## src/rtl/alu_cmd_pkg.sv

```systemverilog
// Shared types for the command-stream ALU: opcode and FSM state
// encodings plus the opcode legality helper.
package alu_cmd_pkg;

    typedef enum logic [2:0] {
        OP_ADD = 3'd0,
        OP_SUB = 3'd1,
        OP_AND = 3'd2,
        OP_OR  = 3'd3,
        OP_XOR = 3'd4
    } opcode_e;

    typedef enum logic [1:0] {
        S_OP,
        S_A,
        S_B,
        S_RES
    } state_e;

    // Only the low three bits are checked here; the caller must
    // separately require the upper command bits to be zero.
    function automatic logic is_legal_op(input logic [2:0] op);
        return (op <= 3'd4);
    endfunction

endpackage

```

## src/rtl/ripple_add_sub.sv

```systemverilog
// Ripple-carry adder/subtractor built from a chain of full adders.
// Ports: a, b operands; sub selects a+~b+1; sum result; cout carry-out.
module ripple_add_sub #(
    parameter int WIDTH = 8
) (
    input  logic [WIDTH-1:0] a,
    input  logic [WIDTH-1:0] b,
    input  logic             sub,
    output logic [WIDTH-1:0] sum,
    output logic             cout
);

    logic [WIDTH:0]   w_c;
    logic [WIDTH-1:0] w_b;

    // Subtraction as a + ~b + 1: invert b, inject sub as carry-in.
    assign w_b    = b ^ {WIDTH{sub}};
    assign w_c[0] = sub;

    genvar i;
    generate
        for (i = 0; i < WIDTH; i++) begin : g_fa
            assign sum[i]    = a[i] ^ w_b[i] ^ w_c[i];
            assign w_c[i+1]  = (a[i] & w_b[i])
                             | (w_c[i] & (a[i] ^ w_b[i]));
        end
    endgenerate

    assign cout = w_c[WIDTH];

endmodule

```

## src/rtl/stream_alu_sequencer.sv

```systemverilog
// Sequential command-stream ALU: takes {opcode, A, B} words on a
// valid/ready input, returns one result word + flag on a valid/ready
// output.
// Ports: clk, rst_n (sync, active-low); in_data/in_valid/in_ready
// command stream; res_data/res_flag/res_valid/res_ready result
// stream; err_op illegal-opcode pulse; busy (not idle in S_OP);
// cmd_count completed commands.
module stream_alu_sequencer
    import alu_cmd_pkg::*;
#(
    parameter int WIDTH = 8,
    parameter int CNT_W = 16
) (
    input  logic             clk,
    input  logic             rst_n,
    input  logic [WIDTH-1:0] in_data,
    input  logic             in_valid,
    output logic             in_ready,
    output logic [WIDTH-1:0] res_data,
    output logic             res_flag,
    output logic             res_valid,
    input  logic             res_ready,
    output logic             err_op,
    output logic             busy,
    output logic [CNT_W-1:0] cmd_count
);

    state_e           r_state;
    opcode_e          r_op;
    logic [WIDTH-1:0] r_a;
    logic [WIDTH-1:0] r_res;
    logic             r_flag;
    logic             r_in_ready;
    logic             r_res_valid;
    logic             r_err_op;
    logic             r_busy;
    logic [CNT_W-1:0] r_cmd_count;

    logic [WIDTH-1:0] w_sum;
    logic             w_cout;
    logic [WIDTH-1:0] w_result;
    logic             w_flag;
    logic             w_legal;

    // Upper command bits must be zero for an opcode to be legal.
    assign w_legal = ((in_data >> 3) == '0)
                   && is_legal_op(in_data[2:0]);

    // B comes straight from the stream so the result is registered
    // on the same edge that accepts B.
    ripple_add_sub #(.WIDTH(WIDTH)) u_addsub (
        .a    (r_a),
        .b    (in_data),
        .sub  (r_op == OP_SUB),
        .sum  (w_sum),
        .cout (w_cout)
    );

    always_comb begin
        w_result = '0;
        w_flag   = 1'b0;
        case (r_op)
            OP_ADD: begin
                w_result = w_sum;
                w_flag   = w_cout;
            end
            OP_SUB: begin
                w_result = w_sum;
                w_flag   = ~w_cout;
            end
            OP_AND:  w_result = r_a & in_data;
            OP_OR:   w_result = r_a | in_data;
            OP_XOR:  w_result = r_a ^ in_data;
            default: w_result = '0;
        endcase
    end

    // In S_OP/S_A/S_B in_ready is 1, so in_valid alone marks a transfer.
    always_ff @(posedge clk) begin
        if (!rst_n) begin
            r_state     <= S_OP;
            r_op        <= OP_ADD;
            r_a         <= '0;
            r_res       <= '0;
            r_flag      <= 1'b0;
            r_in_ready  <= 1'b1;
            r_res_valid <= 1'b0;
            r_err_op    <= 1'b0;
            r_busy      <= 1'b0;
            r_cmd_count <= '0;
        end else begin
            r_err_op <= 1'b0;
            case (r_state)
                S_OP: begin
                    if (in_valid) begin
                        if (w_legal) begin
                            r_op    <= opcode_e'(in_data[2:0]);
                            r_state <= S_A;
                            r_busy  <= 1'b1;
                        end else begin
                            r_err_op <= 1'b1;
                        end
                    end
                end
                S_A: begin
                    if (in_valid) begin
                        r_a     <= in_data;
                        r_state <= S_B;
                    end
                end
                S_B: begin
                    if (in_valid) begin
                        r_res       <= w_result;
                        r_flag      <= w_flag;
                        r_in_ready  <= 1'b0;
                        r_res_valid <= 1'b1;
                        r_state     <= S_RES;
                    end
                end
                S_RES: begin
                    if (res_ready) begin
                        r_res_valid <= 1'b0;
                        r_in_ready  <= 1'b1;
                        r_busy      <= 1'b0;
                        r_cmd_count <= r_cmd_count + 1'b1;
                        r_state     <= S_OP;
                    end
                end
                default: r_state <= S_OP;
            endcase
        end
    end

    assign in_ready  = r_in_ready;
    assign res_data  = r_res;
    assign res_flag  = r_flag;
    assign res_valid = r_res_valid;
    assign err_op    = r_err_op;
    assign busy      = r_busy;
    assign cmd_count = r_cmd_count;

endmodule

```

## config.mk

```make
export PLATFORM = sky130hd
export DESIGN_NAME = stream_alu_sequencer
export DESIGN_NICKNAME = d
export VERILOG_FILES = /design/src/rtl/alu_cmd_pkg.sv /design/src/rtl/ripple_add_sub.sv /design/src/rtl/stream_alu_sequencer.sv
export SDC_FILE = /design/constraint.sdc
export NUM_CORES = 1
export LEC_CHECK = 0
export BUFFER_PORTS_ARGS = -buffer_cell sky130_fd_sc_hd__buf_2
export CORE_AREA = 10 10 83 85
export DETAILED_ROUTE_END_ITERATION = 7
export DIE_AREA = 0 0 93 95
export PLACE_DENSITY = 0.75
export SLEW_MARGIN = 20
export SYNTH_ARGS = -nofsm -noshare
export SYNTH_HDL_FRONTEND = slang
export SYNTH_SLANG_ARGS = --single-unit
```

## constraint.sdc

```tcl
create_clock -name clk -period 4 [get_ports clk]
set_input_delay 0.4 -clock clk [delete_from_list [all_inputs] [get_ports clk]]
set_output_delay 0.4 -clock clk [all_outputs]
set_load 0.03 [all_outputs]
```

==> run metrics <==
status finished, final reports clean; final slew viol count 0; Ys Warns 0; Required @ worst endpoint 4.20 ns; Tightest Pin Transition 0.773 ns; synthesis-stage register bit count 42; synthesized-area fraction occupied by adder cells 15.6%; crit path time final 3.73 ns; leakage dissipation 1.20 nW; Port Buffer Count 40; synth top area cells dfxtp_1 (33%), ha_1 (10%), a21oi_1 (5.4%); Seq. cell area 841 µm²; main combinational cell family by area after synthesis simple AND/OR/NAND/NOR gates; crit-path max FO 8; ys flop type dfxtp_1; switching power 0.000294 W; Inserted Clock Buffers 5; Post-Synth XOR/XNOR Area 6.44%; CP startpoint r_op[0]$_SDFFE_PN0P_; Core Area 5340 µm²; syn nets 355; Finished Core Util 54.2%; CTS Sinks 42; GRT overflow 0; area of the die 8840 µm²; placed cell count 414; vias per inst 5.33; # resized after CTS 0; post-route setup TNS 0 ns; Final nets 389; CP arrival 3.93 ns; routed length per instance 14.1 µm; EDFF count, synth 0; io pins 41; maximum buffer depth of the clock tree 2; Fin. Hold Viols 0; drt total wl 5.93 mm; Sw Ratio 31.8%; area of the multi-input gates 1540 µm²; final setup violation count 0; fillers 531; cell with the most instances after synthesis dfxtp_1; Hold Crit Start rst_n; global placement routability congestion 0.857; Yosys cell types 40; Post-Layout Cell Count 422; die width 93 µm; peak supply drop 0.000188 V; Initial Util 48.4%; synth cell count leaders dfxtp_1 (42), nand2_1 (33), a21oi_1 (28); Reg power frac 48.9%; Yosys top cell area share 32.5%; Crit. End Element flop; post-CTS setup repair buffer count 0; total power 0.000924 W; maxcap violations 0; critical path type flop to flop; Power Internal 0.000631 W; Compound-Gate Fraction of Synth Area 14.1%; Synth Area in Simple Gates 22.6%; CTS root buf clkbuf_8; Worst-Skew Late Latency 0.31 ns; register area share after synthesis 32.5%; post-synthesis instance total 315; share of cells above drive strength 1 16.3%; vias in the first global route 2147; placed instance area 2800 µm²; Reg2Reg Setup Slack 0.27 ns; antenna diode count 0; site row count 27; via count 2250; number of H-tree levels 2; Worst Skew 0.00819 ns; CTS Hold Bufs 0; Clock transition at path regs 0.08 ns; syn avg cell area 8.21 µm²; DRC 0; critical path startpoint category flop; Synth Cell Area 2580 µm²; clock share of power 30.9%; Die Y 95 µm; Pre-Repair DR Iteration Count 5; combinational share of power 20.3%; asr flop ratio synth 0%; CTS tree yes; initial antenna violation count 0; Routed Antenna Nets 0; Final Instance Area 2890 µm²; Total GRT Usage 13.6%; synth-to-layout area growth 11.9%; global-route wire length before repair 9.95 mm; dpl hpwl 4.42 mm; Initial DRC Count 131; HP Class input pin to flop; Synth area leader dfxtp_1; Tcrit/Tclk final 93.3%; pin count of the biggest net entering global routing 31; pwr/cell area 320 nW/µm²; fmax 0.268 GHz; reg2reg start r_op[0]$_SDFFE_PN0P_; multiplexer area fraction after synthesis 0.774%; RSZ-0062 raised after global routing no; Slew HR 48.5%
[cells in the final DEF (no fill, tap or decap), drive strengths merged]
| master | count |
|---|---|
| o21ai | 22 |
| nor2 | 25 |
| a32oi | 2 |
| a21boi | 1 |
| nand3 | 22 |
| nand3b | 3 |
| ha | 21 |
| or3 | 4 |
| nand2 | 33 |
| and4 | 4 |
| mux2i | 2 |
| clkinvlp | 1 |
| dfxtp | 42 |
| a31oi | 2 |
| a21oi | 28 |
| a311oi | 1 |
| buf | 45 |
| a22o | 4 |
| clkbuf | 5 |
| xor2 | 11 |
| clkinv | 2 |
| nor3b | 2 |
| nor4 | 1 |
| nand4 | 9 |
| and2 | 3 |
| o32a | 1 |
| xnor2 | 8 |
| nor3 | 1 |
| and3 | 1 |
| o31ai | 3 |
| fa | 7 |
| nand2b | 8 |
| inv | 26 |
[power by group through the flow]
stage                     registers, W  clock network, W  logic, W
final                         0.000452          0.000285  0.000188
after global routing          0.000454          0.000309  0.000214
after CTS                     0.000451          0.000292  0.000188
after detailed placement      0.000461                 0  0.000187
after global placement        0.000460                 0  0.000183
after floorplan               0.000469                 0  0.000131
[state kept, by name (all words and copies together), names as in the netlist, 2 cells and up]
signal,count
cmd_count,16
r_a,8
res_data,8
r_op,3
r_state,2
[layer usage]
layer  vias up  part of all wire, %  wire [µm]  GRT usage [%]
met5         -                    0          0              0
met4         0                  1.3         80           4.50
met3         9                  6.0        358           4.28
met2        60                   45       2690           21.7
met1      1046                   47       2800           17.1
li1       1135                    -          -              -
[critical path: stages (launching register included)]
cell and delay [ns]:
dfxtp_1 0.33, nor3b_1 0.19, buf_4 0.21, nand2_1 0.06, o21ai_0 0.10, fa_1 0.24, fa_1 0.16, inv_1 0.05
fa_1 0.38, fa_1 0.39, fa_1 0.36, inv_1 0.08, fa_1 0.17, inv_1 0.05, fa_1 0.48, nor2_1 0.04
nor2_1 0.08, o21ai_0 0.09, a22o_1 0.18
[path summary, 6_finish.rpt]
path / end / depth (start not counted)
worst min-delay path: in_ready$_SDFFE_PN1P_ / 2
worst max-delay path: res_data[7]$_SDFFE_PN0P_ / 18
worst min register to register: res_data[2]$_SDFFE_PN0P_ / 2
worst max register to register: res_data[7]$_SDFFE_PN0P_ / 18
[metrics by stage]
step | setup WS (ns) | hold WS [ns]
2_1_floorplan | 0.217 | 0.450
3_3_place_gp | 0.396 | 0.429
3_5_place_dp | 0.300 | 0.439
4_1_cts | 0.281 | 0.368
5_1_grt | 0.0184 | 0.384
6_report | 0.268 | 0.374
[area by class of cell]
| cell class | count | area share (%) |
|---|---|---|
| clock buffers | 5 | 2.38 |
| clock inverters | 3 | 0.735 |
| flip-flops and latches | 42 | 29.1 |
| well taps | 72 | 3.11 |
| inverters | 26 | 3.37 |
| multi-input cells | 229 | 53.1 |
| repair buffers | 45 | 8.22 |
[cell families (layout without fill, tap and decap cells)]
group,after synthesis,count (layout)
xor+xnor,19,19
flops,42,42
mux,2,2
compound gates,64,64
buf+inv,44,79
fa+ha+maj,28,28
simple gates,116,116
(Power assumes the default switching activity.)
